## config.mk

```make
export PLATFORM = sky130hd
export DESIGN_NAME = multicycle_cu
export DESIGN_NICKNAME = d
export VERILOG_FILES = /design/src/rtl/multicycle_cu.sv
export SDC_FILE = /design/constraint.sdc
export NUM_CORES = 1
export LEC_CHECK = 0
export CAP_MARGIN = 25
export CORE_MARGIN = 4
export CORE_UTILIZATION = 30
export DETAILED_ROUTE_END_ITERATION = 10
export GPL_TIMING_DRIVEN = 0
export PLACE_DENSITY = 0.6
export SLEW_MARGIN = 20
export SYNTH_ARGS = -nofsm -noshare
export SYNTH_HDL_FRONTEND = slang
export SYNTH_SLANG_ARGS = --single-unit
```

## constraint.sdc

```tcl
create_clock -name clk -period 1.3 [get_ports clk]
set_input_delay 0.13 -clock clk [delete_from_list [all_inputs] [get_ports clk]]
set_output_delay 0.13 -clock clk [all_outputs]
set_load 0.01 [all_outputs]
```

## src/rtl/multicycle_cu.sv

```systemverilog
// multicycle_cu: FSM control unit for the multi-cycle RV32I datapath.
// Optional retire counter output: define MULTICYCLE_CU_RETIRE_CNT_EN.
module multicycle_cu #(
  parameter int          XLEN        = 32,
  parameter int          MEM_TIMEOUT = 15,
  parameter logic [31:0] NOP_INSTR   = 32'h00000013
) (
  input  logic        clk,
  input  logic        reset,
  input  logic [31:0] instr,
  input  logic        br_taken,
  input  logic        mem_ready,
  output logic        ir_we,
  output logic        pc_we,
  output logic        pc_sel,
  output logic        opa_sel,
  output logic        opb_sel,
  output logic [1:0]  wb_sel,
  output logic        rf_we,
  output logic        dm_req,
  output logic        dm_we,
  output logic [4:0]  rs1,
  output logic [4:0]  rs2,
  output logic [4:0]  rd,
  output logic [2:0]  func3,
  output logic        subsra,
  output logic        trap,
  output logic [2:0]  state
`ifdef MULTICYCLE_CU_RETIRE_CNT_EN
  ,
  output logic [XLEN-1:0] retired
`endif
);

  localparam logic [2:0] S_FETCH  = 3'd0;
  localparam logic [2:0] S_DECODE = 3'd1;
  localparam logic [2:0] S_EXEC   = 3'd2;
  localparam logic [2:0] S_MEM    = 3'd3;
  localparam logic [2:0] S_WB     = 3'd4;
  localparam logic [2:0] S_TRAP   = 3'd7;

  localparam logic [6:0] OP_R     = 7'b0110011;
  localparam logic [6:0] OP_I     = 7'b0010011;
  localparam logic [6:0] OP_LD    = 7'b0000011;
  localparam logic [6:0] OP_ST    = 7'b0100011;
  localparam logic [6:0] OP_BR    = 7'b1100011;
  localparam logic [6:0] OP_JAL   = 7'b1101111;
  localparam logic [6:0] OP_JALR  = 7'b1100111;
  localparam logic [6:0] OP_LUI   = 7'b0110111;
  localparam logic [6:0] OP_AUIPC = 7'b0010111;

  localparam int CW =
    (MEM_TIMEOUT > 1) ? $clog2(MEM_TIMEOUT + 1) : 1;

  logic [2:0]    r_state;
  logic [2:0]    w_next;
  logic [31:0]   r_ir;
  logic [CW-1:0] r_cnt;

  logic [6:0] w_op;
  logic [2:0] w_f3;
  logic w_is_r, w_is_i, w_is_ld, w_is_st, w_is_br;
  logic w_is_jal, w_is_jalr, w_is_lui, w_is_auipc;
  logic w_legal, w_addr, w_shift;
  logic w_fetch, w_exec, w_mem, w_wb;
  logic w_to_hit;
  logic w_unused_ir;

  assign w_op       = r_ir[6:0];
  assign w_f3       = r_ir[14:12];
  assign w_is_r     = (w_op == OP_R);
  assign w_is_i     = (w_op == OP_I);
  assign w_is_ld    = (w_op == OP_LD);
  assign w_is_st    = (w_op == OP_ST);
  assign w_is_br    = (w_op == OP_BR);
  assign w_is_jal   = (w_op == OP_JAL);
  assign w_is_jalr  = (w_op == OP_JALR);
  assign w_is_lui   = (w_op == OP_LUI);
  assign w_is_auipc = (w_op == OP_AUIPC);

  assign w_legal = w_is_r | w_is_i | w_is_ld | w_is_st |
                   w_is_br | w_is_jal | w_is_jalr |
                   w_is_lui | w_is_auipc;

  // ALU must add for addresses and PC-relative targets
  assign w_addr  = w_is_ld | w_is_st | w_is_br |
                   w_is_jal | w_is_jalr | w_is_auipc;
  assign w_shift = w_is_i & ((w_f3 == 3'b001) | (w_f3 == 3'b101));

  assign w_fetch = (r_state == S_FETCH);
  assign w_exec  = (r_state == S_EXEC);
  assign w_mem   = (r_state == S_MEM);
  assign w_wb    = (r_state == S_WB);

  assign w_to_hit = (MEM_TIMEOUT != 0) && !mem_ready &&
                    (r_cnt == CW'(MEM_TIMEOUT - 1));

  assign w_unused_ir = ^{r_ir[31], r_ir[29:25]};

  always_comb begin
    w_next = r_state;
    case (r_state)
      S_FETCH:  w_next = S_DECODE;
      S_DECODE: w_next = w_legal ? S_EXEC : S_TRAP;
      S_EXEC: begin
        unique case (1'b1)
          w_is_br:           w_next = S_FETCH;
          w_is_ld | w_is_st: w_next = S_MEM;
          default:           w_next = S_WB;
        endcase
      end
      S_MEM: begin
        if (mem_ready)
          w_next = w_is_st ? S_FETCH : S_WB;
        else if (w_to_hit)
          w_next = S_TRAP;
      end
      S_WB:    w_next = S_FETCH;
      S_TRAP:  w_next = S_TRAP;
      default: w_next = S_TRAP;
    endcase
  end

  always_ff @(posedge clk or negedge reset) begin
    if (!reset) begin
      r_state <= S_FETCH;
      r_ir    <= NOP_INSTR;
      r_cnt   <= '0;
    end else begin
      r_state <= w_next;
      if (w_fetch)
        r_ir <= instr;
      if (w_mem && (w_next != S_MEM))
        r_cnt <= '0;
      else if (w_mem && !mem_ready)
        r_cnt <= r_cnt + 1'b1;
    end
  end

  // strobes are gated by reset so they drop the instant it asserts
  assign ir_we  = reset & w_fetch;
  assign pc_we  = reset & ((w_exec & w_is_br) |
                           (w_mem & w_is_st & mem_ready) |
                           w_wb);
  assign rf_we  = reset & w_wb & (r_ir[11:7] != 5'd0);
  assign dm_req = reset & w_mem;
  assign dm_we  = reset & w_mem & w_is_st;

  assign pc_sel = (w_exec & w_is_br & br_taken) |
                  (w_wb & (w_is_jal | w_is_jalr));
  assign opa_sel = w_is_r | w_is_i | w_is_ld |
                   w_is_st | w_is_jalr;
  assign opb_sel = ~w_is_r;

  always_comb begin
    wb_sel = 2'b01;
    unique case (1'b1)
      w_is_ld:              wb_sel = 2'b00;
      w_is_jal | w_is_jalr: wb_sel = 2'b10;
      w_is_lui:             wb_sel = 2'b11;
      default:              wb_sel = 2'b01;
    endcase
  end

  assign rs1    = r_ir[19:15];
  assign rs2    = r_ir[24:20];
  assign rd     = r_ir[11:7];
  assign func3  = w_addr ? 3'b000 : w_f3;
  assign subsra = (w_is_r | w_shift) & r_ir[30];
  assign trap   = (r_state == S_TRAP);
  assign state  = r_state;

`ifdef MULTICYCLE_CU_RETIRE_CNT_EN
  logic [XLEN-1:0] r_retired;

  always_ff @(posedge clk or negedge reset) begin
    if (!reset)
      r_retired <= '0;
    else if (pc_we)
      r_retired <= r_retired + 1'b1;
  end

  assign retired = r_retired;
`else
  logic [XLEN-1:0] w_unused_xlen;
  assign w_unused_xlen = '0;
`endif

endmodule

```

# Yosys cells after proc, flatten, opt, wreduce, memory -nomap -nowiden
# Index checks and enable logic that the tools add are counted.
# classes
n_addsub	1
eq_ne	18
n_mux	10
n_bitwise	34
n_reduce_logical	7
# ops
cell	count
$eq 7x6->1 const B	3
$eq 7x7->1 const B	3
$or 1x1->1	20
$mux 3	5
$pmux 3 s5	1
$eq 7x5->1 const B	2
$and 1x1->1	13
$eq 3x3->1 const B	3
$mux 4	2
$eq 7x2->1 const B	1
$eq 3x1->1 const B	2
$eq 3x2->1 const B	2
$pmux 2 s3	1
$pmux 3 s2	1
$reduce_bool 5->1	1
$add 4x1->4 const B	1
$eq 4x4->1 const B	1
$logic_and 1x1->1	3
$logic_not 3->1	1
$ne 3x2->1 const B	1
$reduce_bool 2->1	1
$logic_not 1->1	1
$not 1->1	1
# word_totals
reg_bits	38
output_inout_bits	33

# Logic depth before layout (Yosys ltp)
# logic_depth
word_depth	14
depth_mapped	6
depth_no_buf	6

# Worst setup path after synthesis
# Ideal clock, no wire load.
# synth_path
kind	register -> output
from	register r_state[2] (netlist: state[2])
to	output pc_we
t_arrival_ns	1.365
t_required_ns	1.170
slack_ns	-0.195
stages_incl_launch_ff	7
path_cell_list	dfrtp_1 buf_2 nor2b_4 and3_1 and3_1 nand2_1 nand3_1
# synth_between
elab_chain_len	6
# synth_lines
item	line	source
start: declaration	55	logic [2:0] r_state;
start signal: assignment	130	r_state <= w_next;
$eq 3x2->1	92	assign w_mem = (r_state == S_MEM);
$and 1x1->1 (2 in a row)	143	(w_mem & w_is_st & mem_ready) |
$or 1x1->1	142	assign pc_we = reset & ((w_exec & w_is_br) |
$or 1x1->1 *	143	
$and 1x1->1 *	142	
end: declaration	14	output logic pc_we,
# Every way passes the cells marked *; elsewhere a longest branch is shown, timed or not.

# Final worst setup path
# layout_path
from	register r_ir[6]
to	output func3[1]
# layout_between
elab_chain_len	7
# layout_lines
item	line	source
start: declaration	57	logic [31:0] r_ir;
start signal: assignment	132	r_ir <= instr;
$eq 7x2->1 or $eq 7x6->1 (tied branches)	73, 74	
$or 1x1->1 (3 in a row)	86	assign w_addr = w_is_ld | w_is_st | w_is_br |
$or 1x1->1	87	w_is_jal | w_is_jalr | w_is_auipc;
$or 1x1->1 *	87	
$mux 3 *	168	assign func3 = w_addr ? 3'b000 : w_f3;
end: declaration	25	output logic [2:0] func3,
# Marks and branches as above.

==> reports/qor.csv <==
stage,metric,value,unit
status,outcome,"complete, but fails checks",
status,violations,setup timing,
logic_synthesis,yosys-top-cells-count,"dfrtp_1, buf_4, mux2_2",
floorplan,dieArea,7430,um^2
floorplan,core-area,5920,um^2
grt,grt_max_degree,17,
place,numPortBuffers,61,
cts,cts_buffers,5,
logic_synthesis,synth.top_cell.area_share,0.409,
cts,clk_path_buf_depth,2,
final_layout,diodes,0,
critical_path,crit_fanout,8,
power,seq_power_share,0.471,
final_layout,multiInputGateArea,1070,um^2
place,placed_cells,305,
logic_synthesis,synth-edff-count,0,
floorplan,ios,69,
logic_synthesis,synth-seq-cells,33,
timing,grt_setup_unrepaired,yes,
final_layout,final_cells,359,
power,sw_frac_of_total,0.201,
logic_synthesis,synth_xor_xnor_area_share,0.00477,
power,power.internal,1.75,mW
logic_synthesis,synth-adder-area-share,0.0136,
place,place_congestion,0.770,
grt,grt_pass1_wl,9380,um
logic_synthesis,synth.avg_cell_area,10.9,um^2
route,drt_pre_antenna_iters,4,
logic_synthesis,ys_types,46,
grt,grt-ovfl-total,0,
timing,fmax,521,MHz
final_layout,final_nets,321,
power,powerDensity,640,nW/um^2
timing,worst_pin_slew,783,ps
route,drt.antenna.violating_nets,0,
final_layout,syn_to_final_growth,86.3,%
final_layout,drive_gt1_frac,0.574,
timing,slew-limit-headroom,0.477,
logic_synthesis,async_flop_share,1.00,
logic_synthesis,yosys-top-cells-area,"dfrtp_1, mux2_2, buf_4, dfstp_2, mux2_1",
grt,grt_pass1_vias,1847,
grt,grtUsageTotal,0.163,
place,dp_hpwl,3280,um
logic_synthesis,synthSimpleGateAreaFrac,0.159,
timing,min_period,1920,ps
run,maxCapViolCount,0,
logic_synthesis,synthMuxAreaShare,0.141,
timing,period_share,1.48,
power,p_clk_frac,0.462,
cts,tritoncts,done,
logic_synthesis,yosys_warnings,0,
route,vias,1780,
logic_synthesis,yosysSeqAreaShare,0.452,
logic_synthesis,synth_nets,206,
cts,root_buffer,clkbuf_8,
power,ir_worst_vdd,0.413,mV
power,power_leakage,1.62,nW
logic_synthesis,synthCells,168,
cts,cts_max_level,2,
critical_path,path_common_cell,buf_6,
critical_path,worstSetupEndpointType,output port,
route,remaining_drc_errors,0,
logic_synthesis,synth_compound_area_frac,0.114,
route,finalWirelength,5920,um
timing,slew_violations,0,
critical_path,slowest_stage,dfrtp_1,
timing,setup-tns-final,-12840,ps
critical_path,max_stage_delay,370,ps
critical_path,criticalPathCategory,flop to output port,
logic_synthesis,synthFlopType,dfrtp_1,
critical_path,worst-path-buf-inv,4,
critical_path,cp-start-kind,flop,
route,dr.first_iter.drc_count,112,
power,comb_power_share,0.067,
cts,clk_pin_slew,70,ps
floorplan,rows,28,
final_layout,fill_cells,512,
grt,antenna_found_initial,0,
hold_path,hold_class,input port to asynchronous set/reset pin,
logic_synthesis,synth_area,1830,um^2
critical_path,cp.required,1170,ps
final_layout,seqCellArea,835,um^2
power,p_sw,440,uW
logic_synthesis,synth_top_family_by_area,simple AND/OR/NAND/NOR gates,
route,vias_per_cell,4.96,
timing,skew,5.40,ps
floorplan,start_util,0.310,
critical_path,cp.arrival,1790,ps
logic_synthesis,netlist.top_cell.by_area,dfrtp_1,
timing,setup_violations,42,
route,wl_per_cell,16.5,um
critical_path,crit_chain,buf_6 -> inv_6 -> nand3b_1 -> o21ai_2 -> nand4_1 -> buf_4 -> and3_4 -> buf_6,
critical_path,crit_family,buffers and inverters,
logic_synthesis,yosysMostFrequentCell,dfrtp_1,
cts,clk_latency,280,ps
timing,fin_ws,-619,ps
floorplan,die_y,86.2,um
cts,cts.sinks,33,
timing,finalHoldViolations,0,
floorplan,die_w,86.2,um
## worst paths after layout
path | startpoint | end | slack (ps) | depth (start not counted)
worst max register to register | r_ir[4]$_DFFE_PN1N_ | state[2]$_DFF_PN0_ | -470 | 7
worst min-delay path | reset | r_ir[4]$_DFFE_PN1N_ | 150 | 2
worst min register to register | r_ir[30]$_DFFE_PN0N_ | r_ir[30]$_DFFE_PN0N_ | 500 | 1
worst max-delay path | r_ir[6]$_DFFE_PN0N_ | func3[1] | -620 | 8
max in group asynchronous | reset | r_ir[3]$_DFFE_PN0N_ | 250 | 2
min in group clk | mem_ready | r_cnt[3]$_DFFE_PN0P_ | 370 | 2
## worst register-to-register path: cells and delay by family (launching register included)
family | cells | cell delay, ps
DFF | 1 | 580
buffers and inverters | 2 | 220
and+or+nand+nor | 2 | 550
AOI/OAI and AO/OA | 3 | 330
## layer usage
layer | global-route usage | part of all wire | wire length (um) | up-vias
li1 | - | - | - | 822
met1 | 0.213 | 0.42 | 2510 | 882
met2 | 0.252 | 0.48 | 2850 | 63
met3 | 0.0580 | 0.074 | 435 | 13
met4 | 0.0552 | 0.022 | 129 | 0
met5 | 0 | 0 | 0 | -
## stage by stage
stage / hold slack (ps) / setup slack, ps / instance area, um^2 / total power [mW] / util
2_1_floorplan: -166 / -91.5 / 1910 / 1.06 / -
4_1_cts: 295 / -604 / 3280 / 2.21 / 0.553
3_3_place_gp: 470 / -1920 / 2620 / 1.17 / 0.442
5_1_grt: 149 / -694 / 3420 / 2.28 / 0.577
6_report: 151 / -619 / 3420 / 2.19 / 0.577
3_5_place_dp: 115 / -756 / 2640 / 1.18 / 0.446
## placed cells by master, fill, tap and decap left out, types with 3 or more instances in the layout
| cell type | Yosys | routed |
|---|---|---|
| dfstp_2 | 3 | 3 |
| o21ai_0 | 10 | 3 |
| nor2_1 | 5 | 3 |
| nand4_1 | 3 | 3 |
| inv_1 | 4 | 3 |
| a21oi_1 | 4 | 3 |
| dlygate4sd2_1 | 0 | 17 |
| nand2_1 | 9 | 3 |
| o21ai_2 | 1 | 3 |
| buf_8 | 0 | 6 |
| clkdlybuf4s50_1 | 0 | 27 |
| buf_4 | 19 | 38 |
| clkbuf_8 | 0 | 6 |
| dfrtp_2 | 0 | 4 |
| mux2_4 | 0 | 23 |
| buf_6 | 3 | 31 |
| nand2_2 | 1 | 6 |
| o21ai_1 | 0 | 5 |
| nand3_1 | 7 | 3 |
| and3_4 | 0 | 6 |
| dfrtp_1 | 30 | 26 |
| buf_2 | 2 | 7 |
## power groups by stage
stage / clock, mW / combinational [mW] / sequential, mW
4_1_cts: 1.04 / 0.144 / 1.03
6_report: 1.01 / 0.146 / 1.03
2_1_floorplan: 0 / 0.0123 / 1.05
3_5_place_dp: 0 / 0.130 / 1.05
3_3_place_gp: 0 / 0.120 / 1.05
5_1_grt: 1.09 / 0.158 / 1.03
## state kept, by name, indices dropped and copies added, names as in the netlist
register,cells
r_cnt,4
r_ir,26
state,3
## cell type report
cell class              count  share of cell area
clock buffers               7              0.0253
well taps                  75              0.0275
plain buffers              22              0.0571
clock inverters             1             0.00879
inverters                   5             0.00696
flip-flops and latches     33               0.244
repair buffers            111               0.316
multi-input cells         105               0.314
## cell families (layout without fill, tap and decap cells)
family / count (synthesis) / in the layout
AND/OR/NAND/NOR: 48 / 48
flip-flops: 33 / 33
AO/OA/AOI/OAI: 31 / 31
buffers and inverters: 30 / 146
multiplexers: 23 / 23
adder cells (fa/ha/maj): 2 / 2
XOR/XNOR: 1 / 1
## what timing repair did
action                                 CTS  global route
gates resized for setup                151            47
pin swaps                               19            18
cloned                                   2             0
endpoints found under the hold margin   16             0
buffers inserted                        37            11
hold buffers                             3             0
setup endpoints to repair               60            63
Note: power is estimated with default switching activity, not from simulation.
